[src/rtl/f1_tick_delay.sv]
// f1_tick_delay: step-tick generator and random-hold timer for a light FSM.
//
// A free-running 7-bit LFSR (x^7+x^3+1, seed 7'h01) supplies a pseudo-random
// hold length. A down-counter produces one tick_i every n+1 cycles while either
// the light sequence is requested (cmd_seq) or a hold is running. A rising edge
// of cmd_delay captures the LFSR value K and the hold then lasts K ticks,
// ending with a one-cycle time_out pulse.
//
// Ports:
//   clk        in   single clock, all state changes on posedge
//   rst        in   synchronous, active-high reset
//   cmd_seq    in   request to run the light-step tick
//   cmd_delay  in   request for a random hold; rising edge starts it
//   n          in   tick period minus one, in clk cycles (N_WIDTH bits)
//   tick       out  one-cycle step pulse (tick_i gated by cmd_seq)
//   time_out   out  one-cycle pulse at end of a hold
//   delay_busy out  high while a hold runs
//   lfsr_out   out  current LFSR state
module f1_tick_delay #(
    parameter int unsigned N_WIDTH = 16
) (
    input  logic               clk,
    input  logic               rst,
    input  logic               cmd_seq,
    input  logic               cmd_delay,
    input  logic [N_WIDTH-1:0] n,
    output logic               tick,
    output logic               time_out,
    output logic               delay_busy,
    output logic [6:0]         lfsr_out
);

    typedef enum logic [1:0] {
        IDLE,
        DELAY,
        DONE
    } state_t;

    state_t             state;
    logic [6:0]         lfsr;
    logic [N_WIDTH-1:0] count;
    logic               tick_i;
    logic               cmd_delay_q;
    logic               edge_arm;
    logic [6:0]         dcount;
    logic               active;
    logic               delay_rise;

    assign active   = cmd_seq | (state == DELAY);
    assign tick     = tick_i & cmd_seq;
    assign lfsr_out = lfsr;

    // cmd_delay_q clears in reset, so a level held high through reset would
    // look like a rising edge on the first cycle out of reset. edge_arm masks
    // edge detection for that one cycle while cmd_delay_q picks up the level.
    assign delay_rise = cmd_delay & ~cmd_delay_q & edge_arm;

    // Free-running LFSR; the all-zero state is unreachable from the seed.
    always_ff @(posedge clk) begin
        if (rst) begin
            lfsr <= 7'h01;
        end else begin
            lfsr <= {lfsr[5:0], lfsr[6] ^ lfsr[2]};
        end
    end

    // Tick down-counter. n is only sampled on reload, so a change of n
    // mid-count takes effect at the next period.
    always_ff @(posedge clk) begin
        if (rst) begin
            count  <= n;
            tick_i <= 1'b0;
        end else if (active) begin
            if (count == '0) begin
                count  <= n;
                tick_i <= 1'b1;
            end else begin
                count  <= count - 1'b1;
                tick_i <= 1'b0;
            end
        end else begin
            count  <= n;
            tick_i <= 1'b0;
        end
    end

    // Hold FSM with registered outputs; time_out mirrors DONE and delay_busy
    // mirrors DELAY, both updated on the same edge as the state.
    always_ff @(posedge clk) begin
        if (rst) begin
            state       <= IDLE;
            dcount      <= '0;
            cmd_delay_q <= 1'b0;
            edge_arm    <= 1'b0;
            time_out    <= 1'b0;
            delay_busy  <= 1'b0;
        end else begin
            cmd_delay_q <= cmd_delay;
            edge_arm    <= 1'b1;
            case (state)
                IDLE: begin
                    time_out <= 1'b0;
                    if (delay_rise) begin
                        dcount     <= lfsr;
                        state      <= DELAY;
                        delay_busy <= 1'b1;
                    end else begin
                        delay_busy <= 1'b0;
                    end
                end
                DELAY: begin
                    if (tick_i) begin
                        dcount <= dcount - 1'b1;
                        if (dcount == 7'd1) begin
                            state      <= DONE;
                            delay_busy <= 1'b0;
                            time_out   <= 1'b1;
                        end
                    end
                end
                DONE: begin
                    state      <= IDLE;
                    time_out   <= 1'b0;
                    delay_busy <= 1'b0;
                end
                default: begin
                    state      <= IDLE;
                    time_out   <= 1'b0;
                    delay_busy <= 1'b0;
                end
            endcase
        end
    end

endmodule

[config.mk]
export PLATFORM = sky130hd
export DESIGN_NAME = f1_tick_delay
export DESIGN_NICKNAME = d
export VERILOG_FILES = /design/src/rtl/f1_tick_delay.sv
export SDC_FILE = /design/constraint.sdc
export NUM_CORES = 1
export LEC_CHECK = 0
export ABC_AREA = 1
export ABC_CLOCK_PERIOD_IN_PS = 1200
export CORE_MARGIN = 1.5
export CORE_UTILIZATION = 40
export DETAILED_ROUTE_END_ITERATION = 16
export DONT_BUFFER_PORTS = 1
export PLACE_DENSITY = 0.68
export SLEW_MARGIN = 20
export SYNTH_ARGS = -nofsm -noshare
export SYNTH_HDL_FRONTEND = slang
export SYNTH_SLANG_ARGS = --single-unit
export TNS_END_PERCENT = 50
[constraint.sdc]
create_clock -name clk -period 1.2 [get_ports clk]
set_input_delay 0.18 -clock clk [delete_from_list [all_inputs] [get_ports clk]]
set_output_delay 0.18 -clock clk [all_outputs]
set_load 0.03 [all_outputs]
==> flow_summary_export.csv, run 1 <==
group,metric,value,unit
power,powerDensity,1130,nW/um2
power,clockPowerShare,0.277,
floorplanning,die_w,72.2,um
detailed_routing,vias,1920,
detailed_routing,drc,0,
sta,fmax,748,MHz
power,switching_share,0.309,
synthesis,yosys.area_share.simple,0.365,
floorplanning,core_area,4470,um2
clock_tree,cts_root_buf,"clkbuf_8",
critical_path,crit_path_end_kind,"flop",
job,max-cap-violations,0,
layout,diodes,0,
placed_design,dpl.hpwl,3.22,mm
synthesis,synth_area_per_cell,6.78,um2
synthesis,synth_nets,306,
synthesis,synthMuxAreaShare,0,
placed_design,port_buffers,0,
global_route,overflow,0,
sta,final_max_slew_viol_count,0,
floorplanning,ios,30,
detailed_routing,firstDrtPassIters,4,
layout,fin_area,2710,um2
critical_path,critPathKind,"reg2reg",
sta,slew_headroom,0.656,
sta,fin_ws,-0.136,ns
critical_path,critPathTopFamily,"simple AND/OR/NAND/NOR gates",
power,finalPower,0.00306,W
placed_design,dpl_cell_area,2270,um2
synthesis,synthDistinctLibCells,27,
layout,syn2layout_area_growth,41.4,%
critical_path,path_common_cell,"nor2_4",
floorplanning,design.die.area,5210,um2
synthesis,synth.top_cell.area_share,0.387,
critical_path,crit_slowest_cell,"dfxtp_4",
clock_tree,clk_pin_slew,0.07,ns
synthesis,synth_xor_area_frac,0.0275,
synthesis,synth_area,1910,um2
critical_path,critPathLaunchType,"flop",
sta,min_period,1.34,ns
power,intPower,0.00211,W
detailed_routing,routed_via_density,4.94,
critical_path,critPathArrivalTime,1.52,ns
outcome,violations,"negative setup slack",
floorplanning,dieHeight,72.2,um
placed_design,place.gp.congestion,0.933,
critical_path,cp.required,1.39,ns
sta,rsz0062_at_grt,"yes",
detailed_routing,wl_per_cell,13.2,um
global_route,grt_max_degree,24,
clock_tree,cts.htree.levels,2,
synthesis,ys_ff_latch,37,
power,pwr-share-comb,0.263,
sta,post-route-period-util,1.11,
layout,final_net_count,360,
layout,multi_input_area,1220,um2
placed_design,dpl_worst_slack,-0.146,ns
detailed_routing,drt_iter0_markers,101,
clock_tree,clock_path_buffers,2,
power,p_seq_frac,0.460,
synthesis,yosys_warnings,0,
global_route,track_usage,0.195,
global_route,grt_pass1_wl,7.82,mm
sta,tightest_slew,0.515,ns
sta,clock_skew,0.00799,ns
critical_path,worstPathCellList,"nor2_4, nand2_4, nor2_4, nand3_4, buf_6, a21oi_4, nor2_2",
sta,final_hold_viol_count,0,
layout,nFillCells,380,
layout,mostFrequentLayoutCells,"nand2_1 (61), buf_4 (43), inv_1 (33)",
layout,register_area,756,um2
synthesis,synth_compound_area_frac,0.0955,
detailed_routing,wl,5.12,mm
synthesis,synthAdderAreaFrac,0.0262,
synthesis,synth_top_family_by_area,"simple AND/OR/NAND/NOR gates",
clock_tree,numClockSinks,37,
global_route,antenna_found_initial,0,
clock_tree,clk_latency,0.29,ns
power,p_leak,1.23,nW
clock_tree,cts_tree,"yes",
layout,final_layout_size_suffix_gt1_frac,0.377,
floorplanning,initial_core_util,0.428,
sta,setup_viol,19,
outcome,status,"finished, violations left",
critical_path,cpPeakStageDelay,0.37,ns
detailed_routing,antenna_left,0,
global_route,grt_pass1_vias,1820,
synthesis,synth_cells,282,
layout,final_common_cell,"nand2_1",
power,power_switching,0.000947,W
hold_path,min_path_type,"in2reg",
synthesis,yosysSeqAreaShare,0.387,
synthesis,synth_top_area_cell,"dfxtp_1",
power,peakVddDrop,0.700,mV
clock_tree,cts-buffers-inserted,5,
critical_path,crit_buf_inv,1,
critical_path,cp_max_fo,5,
floorplanning,fp-row-count,24,
synthesis,synth.top_cells.by_area,"dfxtp_1 (39%), nand2_1 (14%), nor2_1 (8.8%), inv_1 (7.3%), nand3_1 (5.0%)",
## metrics by stage
step / util / setup TNS, ns / instances / hold WS [ns]
6_report: 0.605 / -1.62 / 389 / 0.000698
5_1_grt: 0.605 / -2.96 / 389 / 0.000949
4_1_cts: 0.566 / -0.567 / 382 / 0.00420
3_5_place_dp: 0.507 / -1.62 / 371 / 0.254
3_3_place_gp: 0.507 / -1.24 / 371 / 0.251
2_1_floorplan: - / -0.0727 / 282 / 0.249
## final timing paths
| check | startpoint | endpoint | slack [ns] | cells after the start |
|---|---|---|---|---|
| setup / recovery | count[6]$_DFF_P_ | count[11]$_DFF_P_ | -0.14 | 7 |
| hold / removal | n[11] | count[11]$_DFF_P_ | 0.0007 | 2 |
| setup reg to reg | count[6]$_DFF_P_ | count[11]$_DFF_P_ | -0.14 | 7 |
| hold reg to reg | lfsr_out[4]$_SDFF_PP0_ | lfsr_out[5]$_SDFF_PP0_ | 0.44 | 2 |
## power groups by stage
stage	sequential, W	clock (W)	combinational, W
global placement	0.00140	0	0.000608
global route	0.00142	0.000920	0.000886
floorplan	0.00142	0	0.000359
detailed placement	0.00140	0	0.000618
CTS	0.00140	0.000859	0.000707
finish	0.00141	0.000849	0.000804
## area by class of cell
class                      instances  area share
multi-input combinational        202       0.451
sequential                        37       0.279
timing repair buffer              51       0.160
inverter                          39      0.0560
clock buffer                       8      0.0296
tap                               52      0.0241
## cells in the mapped netlist
cell type  number
a21oi_1        16
a22oi_1         1
and2_1          1
buf_2           1
buf_6           3
clkbuf_1        1
dfxtp_1        37
ha_1            4
inv_1          37
inv_2           2
nand2_1        69
nand2_2         1
nand2_4         1
nand3_1        19
nand3_2         1
nand3b_1        1
nand4_1         2
nor2_1         45
nor2_2         11
nor2_4          2
nor2_8          1
nor3_1          2
o21ai_0        11
o21ai_1         5
o21bai_1        2
xnor2_1         5
xor2_1          1
## layer usage
layer  global-route usage  share of wire  vias to the layer above
li1                     -              -                      981
met1                0.240           0.43                      877
met2                0.320           0.50                       47
met3               0.0486          0.043                       15
met4               0.0901          0.028                        0
met5                    0              0                        -
## registers in the layout, indices dropped and copies added, names as in the netlist
signal and cells:
cmd_delay_q 1, state 2, time_out 1, lfsr_out 7, edge_arm 1, tick_i 1
count 16, delay_busy 1, dcount 7
## cell families after synthesis
logic type      count (synthesis)
fa+ha+maj                       4
compound gates                 35
flops                          37
buf+inv                        44
simple gates                  156
xor+xnor                        6
## repair_timing
item,4_1_cts,5_1_grt
pin swaps,20,14
gates resized for setup,46,33
hold buffers,1,1
setup buffers,2,4
hold endpoints to repair,13,1
gates cloned,0,2
endpoints found under the setup margin,19,26
## worst register-to-register path, stage by stage (launching register included)
cell     delay, ns
dfxtp_4       0.37
nor2_4        0.14
nand2_4       0.08
nor2_4        0.14
nand3_4       0.15
buf_6         0.18
a21oi_4       0.14
nor2_2        0.04
No activity file was read; power rests on OpenSTA's default activity.
==> run 2: changes to the inputs <==
ABC_CLOCK_PERIOD_IN_PS = 1100   (was 1200)
clock period = 1.1 ns   (was 1.2 ns; I/O delays follow)
==> run 2 against run 1 <==
Against the previous run: the run still ends with negative setup slack left; sequential power up 9%; clock-buffer cell count fell by 1; hold slack improved by 0.0016 ns; combinational power increased by 1%; global-route usage down 0.81 points; maximum frequency down 1.4%.
==> flow_summary_export.csv, run 2 (synthesis gave the netlist of run 1 again) <==
group,metric,value,unit
global_route,grt_busiest_layer,"met2",
layout,final_common_cell,"nand2_1",
detailed_routing,drt_iter0_markers,85,
global_route,grt_pass1_wl,7.68,mm
sta,fin_ws,-0.255,ns
detailed_routing,firstDrtPassIters,4,
sta,min_period,1.35,ns
sta,slew_headroom,0.667,
sta,final_max_slew_viol_count,0,
placed_design,dpl_cell_area,2310,um2
global_route,overflow,0,
sta,setup_tns,-4.09,ns
layout,register_area,754,um2
layout,final_util,0.602,
critical_path,cp.required,1.28,ns
placed_design,dpl.hpwl,3.25,mm
clock_tree,cts_root_buf,"clkbuf_8",
global_route,grt.met2_usage,0.318,
layout,largest_register,"count",
floorplanning,dieHeight,72.2,um
critical_path,critPathKind,"reg2reg",
global_route,grtUsageMet1,0.232,
detailed_routing,vias,1935,
placed_design,port_buffers,0,
floorplanning,die_w,72.2,um
sta,post-route-period-util,1.23,
sta,tightest_slew,0.499,ns
sta,clock_skew,0.00872,ns
layout,mostFrequentLayoutCells,"nand2_1 (63), buf_4 (48), inv_1 (33)",
detailed_routing,drc,0,
layout,nFillCells,380,
floorplanning,fp-row-count,24,
sta,fmax,738,MHz
floorplanning,core_area,4470,um2
layout,fin_area,2690,um2
global_route,use_met3,0.0500,
floorplanning,initial_core_util,0.428,
global_route,track_usage,0.187,
clock_tree,clk_latency,0.28,ns
clock_tree,clock_path_buffers,2,
critical_path,critPathLaunchType,"flop",
critical_path,crit_path_end_kind,"flop",
power,peakVddDrop,0.781,mV
placed_design,dpl_worst_slack,-0.251,ns
layout,final_layout_size_suffix_gt1_frac,0.359,
floorplanning,ios,30,
global_route,grt_max_degree,24,
critical_path,critPathArrivalTime,1.53,ns
global_route,antenna_found_initial,0,
layout,final_net_count,364,
layout,largest_reg_flops,16,
outcome,violations,"negative setup slack",
global_route,grt_pass1_vias,1797,
power,powerDensity,1220,nW/um2
layout,multi_input_area,1190,um2
detailed_routing,antenna_left,0,
detailed_routing,routed_via_density,4.94,
power,p_leak,1.23,nW
sta,setup_viol,26,
layout,diodes,0,
clock_tree,cts.htree.levels,2,
sta,rsz0062_at_grt,"yes",
clock_tree,cts-buffers-inserted,5,
detailed_routing,wl,5.00,mm
clock_tree,clk_pin_slew,0.07,ns
critical_path,cp_max_fo,5,
placed_design,place.gp.congestion,0.831,
detailed_routing,wl_per_cell,12.8,um
layout,syn2layout_area_growth,40.7,%
outcome,status,"finished, violations left",
hold_path,min_path_type,"in2reg",
sta,final_hold_viol_count,0,
job,max-cap-violations,0,
floorplanning,design.die.area,5210,um2
clock_tree,numClockSinks,37,
clock_tree,cts_tree,"yes",
==> run 2: timing repair <==
| item | 4_1_cts | 5_1_grt |
|---|---|---|
| hold buffers | 2 | 1 |
| cloned | 0 | 1 |
| endpoints found under the hold margin | 14 | 1 |
| pin swaps | 15 | 11 |
| endpoints found under the setup margin | 26 | 29 |
| setup buffers | 3 | 1 |
| resized for setup | 43 | 19 |
==> run 2: power by group <==
group | internal (W) | leakage [nW] | switching, W
registers | 0.00144 | 0.309 | 0.0000864
logic | 0.000377 | 0.882 | 0.000435
clock network | 0.000497 | 0.0443 | 0.000446
total | 0.00232 | 1.23 | 0.000968
==> run 2: area by class of cell <==
| class | instances | share of cell area |
|---|---|---|
| sequential | 37 | 0.280 |
| tap | 52 | 0.0242 |
| clock buffer | 7 | 0.0321 |
| multi-input combinational | 202 | 0.442 |
| inverter | 39 | 0.0553 |
| timing repair buffer | 55 | 0.166 |
==> run 2: path summary, 6_finish.rpt <==
kind,to,slack (ns),depth (start not counted),startpoint
hold / removal,count[11]$_DFF_P_,0.002,2,n[11]
hold reg to reg,time_out$_SDFFE_PP0P_,0.45,2,time_out$_SDFFE_PP0P_
setup / recovery,count[13]$_DFF_P_,-0.25,6,count[12]$_DFF_P_
setup reg to reg,count[13]$_DFF_P_,-0.25,6,count[12]$_DFF_P_
==> run 2: per-layer routing <==
layer  up-vias  share of wire
met3        13          0.051
li1        994              -
met5         -              0
met1       886           0.44
met2        42           0.49
met4         0          0.022
==> run 2: worst max-delay path: stages, from the launching register on <==
cell,delay [ns]
dfxtp_1,0.32
nor2_1,0.22
and2_1,0.21
nand3_4,0.15
buf_6,0.19
a21oi_2,0.13
nor2_2,0.04
==> run 2: per-stage QoR <==
stage	std cells	total power (W)	hold slack, ns
2_1_floorplan	282	0.00195	0.234
3_3_place_gp	377	0.00219	0.236
3_5_place_dp	377	0.00220	0.238
4_1_cts	389	0.00324	0.00186
5_1_grt	392	0.00347	0.00737
6_report	392	0.00328	0.00226
==> run 3: changes to the inputs <==
ABC_CLOCK_PERIOD_IN_PS = 1400   (was 1100)
PLACE_DENSITY = 0.66   (was 0.68)
clock period = 1.4 ns   (was 1.1 ns; I/O delays follow)
==> run 3 against run 2 <==
Against the previous run: the run now ends clean; die area did not move; sequential share of layout area rose by 2.0 points; setup slack improved by 0.29 ns; utilization fell by 4.5 points; clock power rose by 2%; critical path type unchanged; critical endpoint is now count[14]$_DFF_P_; via count fell by 6.1%; non-clock buffer count fell by 25.
==> flow_summary_export.csv, run 3 (synthesis gave the netlist of run 1 again) <==
group,metric,value,unit
outcome,status,"complete, no violations",
global_route,overflow,0,
sta,rsz0062_at_grt,"yes",
global_route,track_usage,0.177,
power,powerDensity,1080,nW/um2
critical_path,critPathArrivalTime,1.56,ns
clock_tree,cts-buffers-inserted,5,
critical_path,crit_path_end_kind,"flop",
detailed_routing,top_layer_used,"met4",
critical_path,path_common_cell,"nor2_2",
floorplanning,fp-row-count,24,
hold_path,min_path_type,"in2reg",
sta,min_period,1.37,ns
clock_tree,cts_root_buf,"clkbuf_8",
layout,diodes,0,
global_route,grt_pass1_vias,1634,
critical_path,cp_max_fo,5,
layout,syn2layout_area_growth,30.1,%
detailed_routing,wl,4.65,mm
layout,fin_area,2490,um2
layout,largest_reg_flops,16,
clock_tree,cts.htree.levels,2,
global_route,antenna_found_initial,0,
job,max-cap-violations,0,
sta,post-route-period-util,0.977,
critical_path,worstPathCellList,"nor2_2, nand2_1, nor2_4, nand3_4, clkbuf_16, a21oi_4, nor2_2",
layout,stdcell_count,368,
placed_design,place.gp.congestion,0.884,
critical_path,critPathLaunchType,"flop",
sta,clock_skew,0.00491,ns
floorplanning,ios,30,
detailed_routing,drc,0,
sta,setup_viol,0,
detailed_routing,wl_per_cell,12.6,um
detailed_routing,vias,1817,
sta,final_max_slew_viol_count,0,
floorplanning,core_area,4470,um2
power,p_leak,1.12,nW
layout,final_layout_size_suffix_gt1_frac,0.272,
clock_tree,clock_path_buffers,2,
placed_design,dpl_cell_area,2060,um2
layout,final_common_cell,"nand2_1",
global_route,grt_max_degree,24,
detailed_routing,drt_iter0_markers,94,
floorplanning,dieHeight,72.2,um
critical_path,critPathKind,"reg2reg",
sta,fmax,731,MHz
detailed_routing,routed_via_density,4.94,
critical_path,cpPeakStageDelay,0.35,ns
sta,slew_headroom,0.695,
clock_tree,cts_tree,"yes",
layout,final_net_count,339,
placed_design,dp.cells,345,
global_route,grt_pass1_wl,7.10,mm
detailed_routing,wl_met2,2.31,mm
floorplanning,design.die.area,5210,um2
placed_design,port_buffers,0,
layout,largest_register,"count",
sta,tightest_slew,0.456,ns
placed_design,dpl.hpwl,2.99,mm
sta,final_hold_viol_count,0,
critical_path,cp.required,1.59,ns
clock_tree,clk_pin_slew,0.07,ns
detailed_routing,antenna_left,0,
power,peakVddDrop,0.633,mV
detailed_routing,firstDrtPassIters,5,
floorplanning,initial_core_util,0.428,
power,finalPower,0.00270,W
detailed_routing,route.met3.wl,212,um
layout,mostFrequentLayoutCells,"nand2_1 (67), inv_1 (35), nor2_1 (33)",
floorplanning,die_w,72.2,um
detailed_routing,wl_met1,2.06,mm
clock_tree,numClockSinks,37,
critical_path,crit_slowest_cell,"dfxtp_1",
clock_tree,clk_latency,0.29,ns
==> run 3: changes by cell type in the layout (fill, tap and decap cells not counted), sizes merged <==
cell	change
buf	-24
bufinv	+1
clkbuf	+1
dlygate4sd3	-1
dlymetal6s4s	-1
==> run 3: power by group <==
group	internal (W)	total, W	switching (W)
Combinational	0.000228	0.000527	0.000299
Clock	0.000581	0.000960	0.000379
Sequential	0.00113	0.00121	0.0000765
==> run 3: final cells by class <==
cell class	count	area, um2
Fill cell	411	1990
Sequential cell	37	748
Multi-Input combinational cell	202	1160
Timing Repair Buffer	30	256
Clock buffer	7	86.3
Clock inverter	1	30.0
Inverter	39	146
Tap cell	52	65.1
==> run 3: path summary, 6_finish.rpt <==
path / start / end / slack [ns] / cells after the start
setup / recovery: count[8]$_DFF_P_ / count[14]$_DFF_P_ / 0.03 / 7
hold / removal: n[10] / count[10]$_DFF_P_ / 0.01 / 2
setup reg to reg: count[8]$_DFF_P_ / count[14]$_DFF_P_ / 0.03 / 7
hold reg to reg: count[0]$_DFF_P_ / count[0]$_DFF_P_ / 0.44 / 1
==> run 3: critical path, delay by kind of cell, from the launching register on <==
family / cells / cell delay, ns
AND/OR/NAND/NOR: 5 / 0.60
flip-flops: 1 / 0.35
buffers and inverters: 1 / 0.21
AO/OA/AOI/OAI: 1 / 0.12
==> run 3: layer usage <==
metal | vias to the layer above | GRT usage
li1 | 942 | -
met1 | 825 | 0.200
met2 | 42 | 0.306
met4 | 0 | 0.0755
met3 | 8 | 0.0556
met5 | - | 0
==> run 3: repair_timing <==
action,CTS,global route
hold buffers,1,0
endpoints found under the hold margin,12,0
gates resized for setup,0,47
setup endpoints to repair,0,14
setup buffers,0,12
==> run 3: per-stage QoR <==
step            util  TNS [ns]  hold WS (ns)  worst slack [ns]
2_1_floorplan      -         0         0.279             0.180
3_3_place_gp   0.459         0         0.282            0.0609
3_5_place_dp   0.459         0         0.284           0.00628
4_1_cts        0.488         0        0.0212           0.00466
5_1_grt        0.556    -0.149        0.0251           -0.0427
6_report       0.556         0        0.0149            0.0325
